`config.mk`:
```
export PLATFORM = sky130hd
export DESIGN_NAME = cp0_int_ctrl
export DESIGN_NICKNAME = d
export VERILOG_FILES = /design/src/rtl/cp0_defs.sv /design/src/rtl/irq_edge_latch.sv /design/src/rtl/cp0_int_ctrl.sv
export SDC_FILE = /design/constraint.sdc
export NUM_CORES = 1
export LEC_CHECK = 0
export BUFFER_PORTS_ARGS = -buffer_cell sky130_fd_sc_hd__clkbuf_2
export CORE_MARGIN = 8
export CORE_UTILIZATION = 45
export CTS_CLUSTER_SIZE = 20
export DETAILED_ROUTE_END_ITERATION = 8
export PLACE_DENSITY_LB_ADDON = 0.25
export SLEW_MARGIN = 20
export SYNTH_ARGS = -nofsm -noshare
export SYNTH_HDL_FRONTEND = slang
export SYNTH_SLANG_ARGS = --single-unit
```
`constraint.sdc`:
```
create_clock -name clk -period 4.8 [get_ports clk]
set_input_delay 0.96 -clock clk [delete_from_list [all_inputs] [get_ports clk]]
set_output_delay 0.96 -clock clk [all_outputs]
set_load 0.05 [all_outputs]
```
`src/rtl/cp0_defs.sv`:
```
// CP0 shared definitions: register numbers, SR/CAUSE field positions, FSM encoding.
package cp0_defs;

   localparam logic [4:0] CP0_SR    = 5'd12;
   localparam logic [4:0] CP0_CAUSE = 5'd13;
   localparam logic [4:0] CP0_EPC   = 5'd14;

   localparam int SR_IE        = 0;
   localparam int SR_IM_LSB    = 1;
   localparam int CAUSE_ID_LSB = 8;
   localparam int CAUSE_ID_W   = 3;

   localparam logic [1:0] S_IDLE    = 2'd0;
   localparam logic [1:0] S_ENTER   = 2'd1;
   localparam logic [1:0] S_SERVICE = 2'd2;
   localparam logic [1:0] S_RETURN  = 2'd3;

endpackage

```
`src/rtl/irq_edge_latch.sv`:
```
// Per-line rising-edge detector with pending flop (set beats clear).
// Optional 2-flop input synchronizer when IRQ_SYNC_EN is defined.
module irq_edge_latch (
   input  logic clk,
   input  logic rst,
   input  logic irq,
   input  logic clr,
   output logic pending
);

   logic irq_s;
   logic prev;

`ifdef IRQ_SYNC_EN
   logic s1, s2;

   always_ff @(posedge clk) begin
      if (rst) begin
         s1 <= 1'b0;
         s2 <= 1'b0;
      end else begin
         s1 <= irq;
         s2 <= s1;
      end
   end

   assign irq_s = s2;
`else
   assign irq_s = irq;
`endif

   // prev tracks the line even in reset so a held-high line is not an edge
   always_ff @(posedge clk) begin
      prev <= irq_s;
      if (rst)
         pending <= 1'b0;
      else if (irq_s && !prev)
         pending <= 1'b1;
      else if (clr)
         pending <= 1'b0;
   end

endmodule

```
`src/rtl/cp0_int_ctrl.sv`:
```
// CP0 interrupt sequencer: SR/CAUSE/EPC, priority pick, entry/return redirect.
// Define IRQ_SYNC_EN to add a 2-flop synchronizer on each irq line.
module cp0_int_ctrl
   import cp0_defs::*;
#(
   parameter int          NUM_IRQ    = 3,
   parameter logic [31:0] VEC_BASE   = 32'h0000_0800,
   parameter logic [31:0] VEC_STRIDE = 32'h0000_0040
) (
   input  logic               clk,
   input  logic               rst,
   input  logic [NUM_IRQ-1:0] irq,
   input  logic               boundary,
   input  logic [31:0]        pc_i,
   input  logic               mtc0,
   input  logic               mfc0,
   input  logic               eret,
   input  logic [4:0]         cp0_sel,
   input  logic [31:0]        wdata,
   output logic [31:0]        rdata,
   output logic               redirect,
   output logic               flush,
   output logic [31:0]        vec_pc,
   output logic               in_service
);

   logic [1:0]            state, st, nxt;
   logic [NUM_IRQ-1:0]    pending, mask, hit, clr;
   logic                  ie, take, ret, unused_ok;
   logic [CAUSE_ID_W-1:0] cause_id, win;
   logic [31:0]           epc, sr_val, cause_val;

   for (genvar g = 0; g < NUM_IRQ; g++) begin : g_line
      irq_edge_latch u_latch (
         .clk     (clk),
         .rst     (rst),
         .irq     (irq[g]),
         .clr     (clr[g]),
         .pending (pending[g])
      );
   end

   assign hit  = pending & mask;
   assign take = !rst && state == S_IDLE && ie && |hit && boundary;
   assign ret  = !rst && state == S_RETURN;

   always_comb begin
      win = '0;
      for (int i = NUM_IRQ - 1; i >= 0; i--)
         if (hit[i]) win = CAUSE_ID_W'(i);
   end

   always_comb begin
      clr = '0;
      for (int i = 0; i < NUM_IRQ; i++)
         clr[i] = take && win == CAUSE_ID_W'(i);
   end

   // ENTER is the IDLE cycle in which the interrupt is accepted
   assign st = take ? S_ENTER : state;

   always_comb begin
      nxt = S_IDLE;
      unique case (1'b1)
         st == S_ENTER:   nxt = S_SERVICE;
         st == S_SERVICE: nxt = eret ? S_RETURN : S_SERVICE;
         default:         nxt = S_IDLE;
      endcase
   end

   always_ff @(posedge clk) begin
      if (rst) begin
         state    <= S_IDLE;
         ie       <= 1'b0;
         mask     <= '0;
         cause_id <= '0;
         epc      <= '0;
      end else begin
         state <= nxt;
         if (mtc0 && cp0_sel == CP0_SR) begin
            ie   <= wdata[SR_IE];
            mask <= wdata[SR_IM_LSB +: NUM_IRQ];
         end
         if (mtc0 && cp0_sel == CP0_CAUSE)
            cause_id <= wdata[CAUSE_ID_LSB +: CAUSE_ID_W];
         if (mtc0 && cp0_sel == CP0_EPC)
            epc <= wdata;
         if (st == S_ENTER) begin
            ie       <= 1'b0;
            epc      <= pc_i;
            cause_id <= win;
         end
         if (st == S_RETURN)
            ie <= 1'b1;
      end
   end

   assign redirect   = take || ret;
   assign flush      = take;
   assign in_service = state == S_SERVICE;

   always_comb begin
      vec_pc = '0;
      if (take)
         vec_pc = VEC_BASE + 32'(win) * VEC_STRIDE;
      else if (ret)
         vec_pc = epc;
   end

   always_comb begin
      sr_val = '0;
      sr_val[SR_IE] = ie;
      sr_val[SR_IM_LSB +: NUM_IRQ] = mask;
      cause_val = '0;
      cause_val[NUM_IRQ-1:0] = pending;
      cause_val[CAUSE_ID_LSB +: CAUSE_ID_W] = cause_id;
      rdata = '0;
      if (mfc0) begin
         unique case (1'b1)
            cp0_sel == CP0_SR:    rdata = sr_val;
            cp0_sel == CP0_CAUSE: rdata = cause_val;
            cp0_sel == CP0_EPC:   rdata = epc;
            default:              rdata = '0;
         endcase
      end
   end

   assign unused_ok = ^wdata;

endmodule

```
==> impl_results.md, run 1 <==
* Post-synth top area cell: dfxtp_1
* Delay-heaviest family, CP: simple AND/OR/NAND/NOR gates
* # diodes at 0
* Initial Util at 45.5%
* Seq/Total Area, Yosys at 33.3%
* Vias in the first global route at 3,064
* Hold_ws at 0.488 ns
* Setup TNS at 0 ns
* Mux share of post-synthesis cell area at 1.77%
* Synth Net Count at 443
* Syn Inst Count at 361
* Die Footprint at 0.00907 sq mm
* Status: finished clean
* Adder-cell share of the synthesized area at 1.77%
* Ys async rst share at 0%
* Total Routing Usage GR at 20.4%
* ANT nets after route at 0
* Synth top area share at 33.3%
* Most used cell, CP: clkbuf_2
* Post-Syn Area at 0.00283 sq mm
* Final Skew at 0.00215 ns
* Buffer count from post-CTS setup fixing at 0
* Worst-path clk slew at 0.09 ns
* Buf/Inv on CP at 3
* Clk_lat worst skew at 0.30 ns
* Layout cells sized above 1 at 35.3%
* CTS tree: yes
* Placed inst area at 0.00353 sq mm
* Post-layout util at 58.6%
* FP Rows at 29
* Minimum clock period at 3.38 ns
* Initial drt markers at 225
* Crit path kind: in2out
* Placer Congestion at 0.831
* Max_cap viols at 0
* Max frequency at 296 MHz
* Most frequent cell after synthesis: and2_1
* CP max stage delay at 0.40 ns
* Wire length per cell at 17.2 microns
* Area contributors post-synth: dfxtp_1 (33%), and2_1 (12%), a311oi_1 (9.9%)
* P_leak at 0.00155 uW
* Root buf cell: clkbuf_8
* Total CTS buffers at 5
* CP max FO at 23
* Clk buf depth at 2
* Input/output buffers at 144
* Ports at 145
* Setup Viol. Count Final at 0
* First-pass GRT wire length at 14,900 microns
* Hpwl dp at 6910 microns
* Area Overhead vs Synth at 28.7%
* Syn avg cell area at 7.83 sq um
* Final Max Tran Viols at 0
* WP data required at 3.84 ns
* R2R setup slack at 1.94 ns
* Seq cells post-synth at 47
* Xor and xnor fraction of the mapped netlist area at 0%
* # DRC at 0
* Crit path DAT at 2.42 ns
* Nets@finish at 563
* Initial antenna violation count at 0
* Via density per instance at 5.63
* Largest net degree at the start of global routing at 65
* TritonRoute pass-1 iters at 4
* Hold Crit Class: reg2reg
* Post-synth top cells: and2_1 (55), dfxtp_1 (47), nor2_1 (43), nand3_1 (37), o21ai_1 (36)
* RSZ-0062 raised after global routing: no
* Total vias in the final route at 3,147
* GRT Residual Overflow at 0
* Hold Vio Cnt, Final at 0
* Largest family of logic cells by synthesized area: simple AND/OR/NAND/NOR gates
* Ys flop type: dfxtp_1
* Slew HR at 31.5%
* Synth Area in Simple Gates at 29.8%
* CTS Sinks at 47
* Total core area at 0.00620 sq mm
* Worst setup EP type: primary output
* WL final at 9630 microns
* Synth cell types at 40
* Count of yosys warnings during synthesis at 0
* Die X at 95.2 microns
* Worst-Margin Slew at 1.03 ns
* Final instance area at 0.00364 sq mm
* Final Cycle Share at 70.4%
* Gates resized, CTS repair at 0
* Hold buffers post-CTS at 0
* Crit start category: input port
* H-tree levels at 2
* Number of enable flip-flop cells after synthesis at 0
* Worst path slowest cell: nand4b_1
* Worst vdd ir at 151 uV
* Complex-gate fraction of the synthesized area at 26.5%
* Pwr/cell area at 207 mW/mm^2
* Die height at 95.2 microns
* Crit-path cells: clkbuf_2 -> nand4b_1 -> nor2_1 -> buf_4 -> and2_1 -> clkbuf_2
## metrics by stage
stage,total power (uW),setup slack [ns],cells
6_report,751,1.42,559
5_1_grt,782,1.26,559
4_1_cts,758,1.43,559
3_5_place_dp,490,1.33,551
3_3_place_gp,489,1.35,551
2_1_floorplan,448,0.925,361
## area by class of cell
cell class	count	area, sq um
Clock buffer	7	96.3
Inverter	5	18.8
Clock inverter	1	7.51
Tap cell	77	96.3
Multi-Input combinational cell	270	1700
Sequential cell	47	941
Fill cell	611	2570
Timing Repair Buffer	152	781
## tightest hold or removal path, stage by stage, from the launching register on
cell and delay (ns):
dfxtp_1 0.31, nand2b_1 0.09, a21oi_1 0.05
## path summary, 6_finish.rpt
| path | depth (start not counted) | endpoint | from |
|---|---|---|---|
| max | 6 | rdata[17] | cp0_sel[4] |
| min | 2 | g_line[2].u_latch.pending | g_line[2].u_latch.prev |
| max reg2reg | 6 | cause_id[0] | g_line[1].u_latch.pending |
| min reg2reg | 2 | g_line[2].u_latch.pending | g_line[2].u_latch.prev |
## metal layers
metal	share of wire (%)	global-route usage, %
met5	0	0
met2	49	34.9
met1	40	24.7
met3	8.5	4.25
met4	1.8	6.89
## registers in the layout, summed over array words and instances, names as in the netlist
name,count
cause_id,3
mask,3
epc,32
ie,1
state,2
g_line.u_latch.pending,3
g_line.u_latch.prev,3
## power breakdown
part / switching [uW] / leakage [uW] / internal (uW) / total [uW]
Clock: 138 / 0.0000505 / 131 / 269
Combinational: 44.4 / 0.00112 / 36.3 / 80.7
Sequential: 5.82 / 0.000381 / 395 / 401
## cell usage in the layout, fill, tap and decap left out, types with 3 or more instances in the layout
cell | netlist | layout
ha_1 | 4 | 4
nor2_1 | 43 | 42
inv_1 | 4 | 4
nand2_1 | 4 | 4
clkbuf_8 | 0 | 7
a311oi_1 | 32 | 32
dfxtp_1 | 47 | 47
a211oi_1 | 7 | 7
o21ai_1 | 36 | 36
buf_4 | 0 | 8
o21ai_0 | 3 | 3
a22oi_1 | 4 | 4
clkbuf_2 | 0 | 144
a21oi_1 | 7 | 7
and2_1 | 55 | 55
mux2i_1 | 5 | 5
a2bb2oi_1 | 3 | 3
nand3_1 | 37 | 37
nand2b_1 | 5 | 5
## cell families after synthesis
logic type | Yosys count
multiplexers | 5
adder cells (fa/ha/maj) | 4
buffers and inverters | 44
flip-flops | 47
AO/OA/AOI/OAI | 104
AND/OR/NAND/NOR | 157
No activity file was read; power rests on OpenSTA's default activity.
==> run 2: changes to the inputs <==
==> constraint.sdc (replaced) <==
create_clock -name clk -period 3.3 [get_ports clk]
set_input_delay 0.66 -clock clk [delete_from_list [all_inputs] [get_ports clk]]
set_output_delay 0.66 -clock clk [all_outputs]
set_load 0.05 [all_outputs]
==> impl_results.md, run 2 (synthesis gave the netlist of run 1 again) <==
* Status: finished clean
* Worst setup margin at 0.437 ns
* Initial drt markers at 187
* Vias in the first global route at 3,039
* R2R setup slack at 0.46 ns
* Sw frac at 25.9%
* Gates resized, CTS repair at 0
* Total core area at 0.00620 sq mm
* CTS Sinks at 47
* Hold Vio Cnt, Final at 0
* Minimum clock period at 2.86 ns
* TritonRoute pass-1 iters at 4
* Grt met1 use at 25.7%
* GRT Residual Overflow at 0
* Max_cap viols at 0
* Die height at 95.2 microns
* Worst-Margin Slew at 1.01 ns
* Grt met2 use at 35.0%
* Final Cycle Share at 86.8%
* Met3 Track Usage GR at 4.17%
* FP Rows at 29
* Crit path kind: in2reg
* Final instance area at 0.00389 sq mm
* # diodes at 0
* Placer Congestion at 0.948
* Total CTS buffers at 5
* H-tree levels at 2
* Hold buffers post-CTS at 0
* Final Skew at 0.0105 ns
* Setup TNS at 0 ns
* Root buf cell: clkbuf_8
* Die Footprint at 0.00907 sq mm
* Initial Util at 45.5%
* Input/output buffers at 144
* NetSw at 272 uW
* Hold Crit Class: in2reg
* Fin cells at 560
* Buffer count from post-CTS setup fixing at 0
* Layout cells sized above 1 at 35.0%
* RSZ-0062 raised after global routing: no
* Most Crowded Layer GR: met2
* Clk network pwr share at 33.1%
* Initial antenna violation count at 0
* Most frequent cells in the layout: clkbuf_2 (126), and2_1 (55), dfxtp_1 (47), nor2_1 (42), nand3_1 (37)
* Die X at 95.2 microns
* Nets@finish at 564
* Worst-path clk slew at 0.09 ns
* Final Max Tran Viols at 0
* Pwr/cell area at 270 mW/mm^2
* Slew HR at 32.9%
* Wire length per cell at 17.8 microns
* Via density per instance at 5.72
* Max frequency at 349 MHz
* Setup Viol. Count Final at 0
* First-pass GRT wire length at 15,200 microns
* WL final at 9960 microns
* Post-layout util at 62.7%
* Ports at 145
* ANT nets after route at 0
* Max FFs per register at 32
* Combinational fraction of design power at 11.3%
* P_leak at 0.00161 uW
* WP data required at 3.44 ns
* Crit start category: input port
* P_int at 777 uW
* Total vias in the final route at 3,205
* Post-Place Worst Slack at 0.116 ns
* # placed instances at 552
* Area Overhead vs Synth at 37.7%
* # DRC at 0
* Largest net degree at the start of global routing at 65
* Worst vdd ir at 363 uV
* Crit path DAT at 3.01 ns
* Top reg by flops: epc
* Most frequent standard cell in the layout excluding fill and tap cells: clkbuf_2
* Total Routing Usage GR at 21.0%
* CTS tree: yes
* Placed inst area at 0.00381 sq mm
* Worst setup EP type: register
* Flop pwr share at 55.6%
* Clk_lat worst skew at 0.31 ns
* Hpwl dp at 7300 microns
* CP max FO at 64
* Clk buf depth at 2
==> run 2: changes by cell type in the layout (fill, tap and decap cells not counted) <==
cell	change
clkinv_2	+1
clkbuf_1	+2
buf_12	+18
clkbuf_8	-2
clkbuf_2	-18
buf_4	+1
clkinvlp_4	-1
==> run 2: stage by stage <==
stage | hold slack, ns | total power [uW]
final | 0.465 | 1050
after global placement | 0.471 | 712
after CTS | 0.453 | 1050
after detailed placement | 0.489 | 713
after floorplan | 0.462 | 652
after global routing | 0.451 | 1080
==> run 2: worst paths after layout <==
| path | endpoint | start | cells past startpoint |
|---|---|---|---|
| max | cause_id[1] | rst | 8 |
| max reg2reg | cause_id[1] | state[0] | 7 |
| min | g_line[0].u_latch.prev | irq[0] | 1 |
| min reg2reg | g_line[2].u_latch.pending | g_line[2].u_latch.prev | 2 |
==> run 2: critical path, stage by stage <==
cell and delay [ns]:
clkbuf_2 0.10, or4b_4 0.54, or2_4 0.28, o21ai_1 0.26
ha_1 0.35, inv_2 0.44, a31oi_1 0.30, a311oi_1 0.07
==> run 2: area by class of cell <==
| type | count | area (sq um) |
|---|---|---|
| Timing Repair Buffer | 153 | 1060 |
| Clock buffer | 7 | 76.3 |
| Inverter | 5 | 18.8 |
| Fill cell | 556 | 2310 |
| Tap cell | 77 | 96.3 |
| Sequential cell | 47 | 941 |
| Clock inverter | 1 | 5.00 |
| Multi-Input combinational cell | 270 | 1700 |
==> run 2: metal layers <==
layer	wire [microns]	share of wire, %	up-vias
met5	0	0	-
met4	249	2.5	0
met3	753	7.6	17
met2	4980	50	123
met1	3980	40	1515
li1	-	-	1550
==> run 2: power groups by stage <==
stage               Combinational [uW]  Clock, uW  Sequential, uW
floorplan                         59.4          0             592
global placement                   116          0             596
detailed placement                 117          0             596
CTS                                118        352             583
global route                       129        371             584
finish                             118        347             583
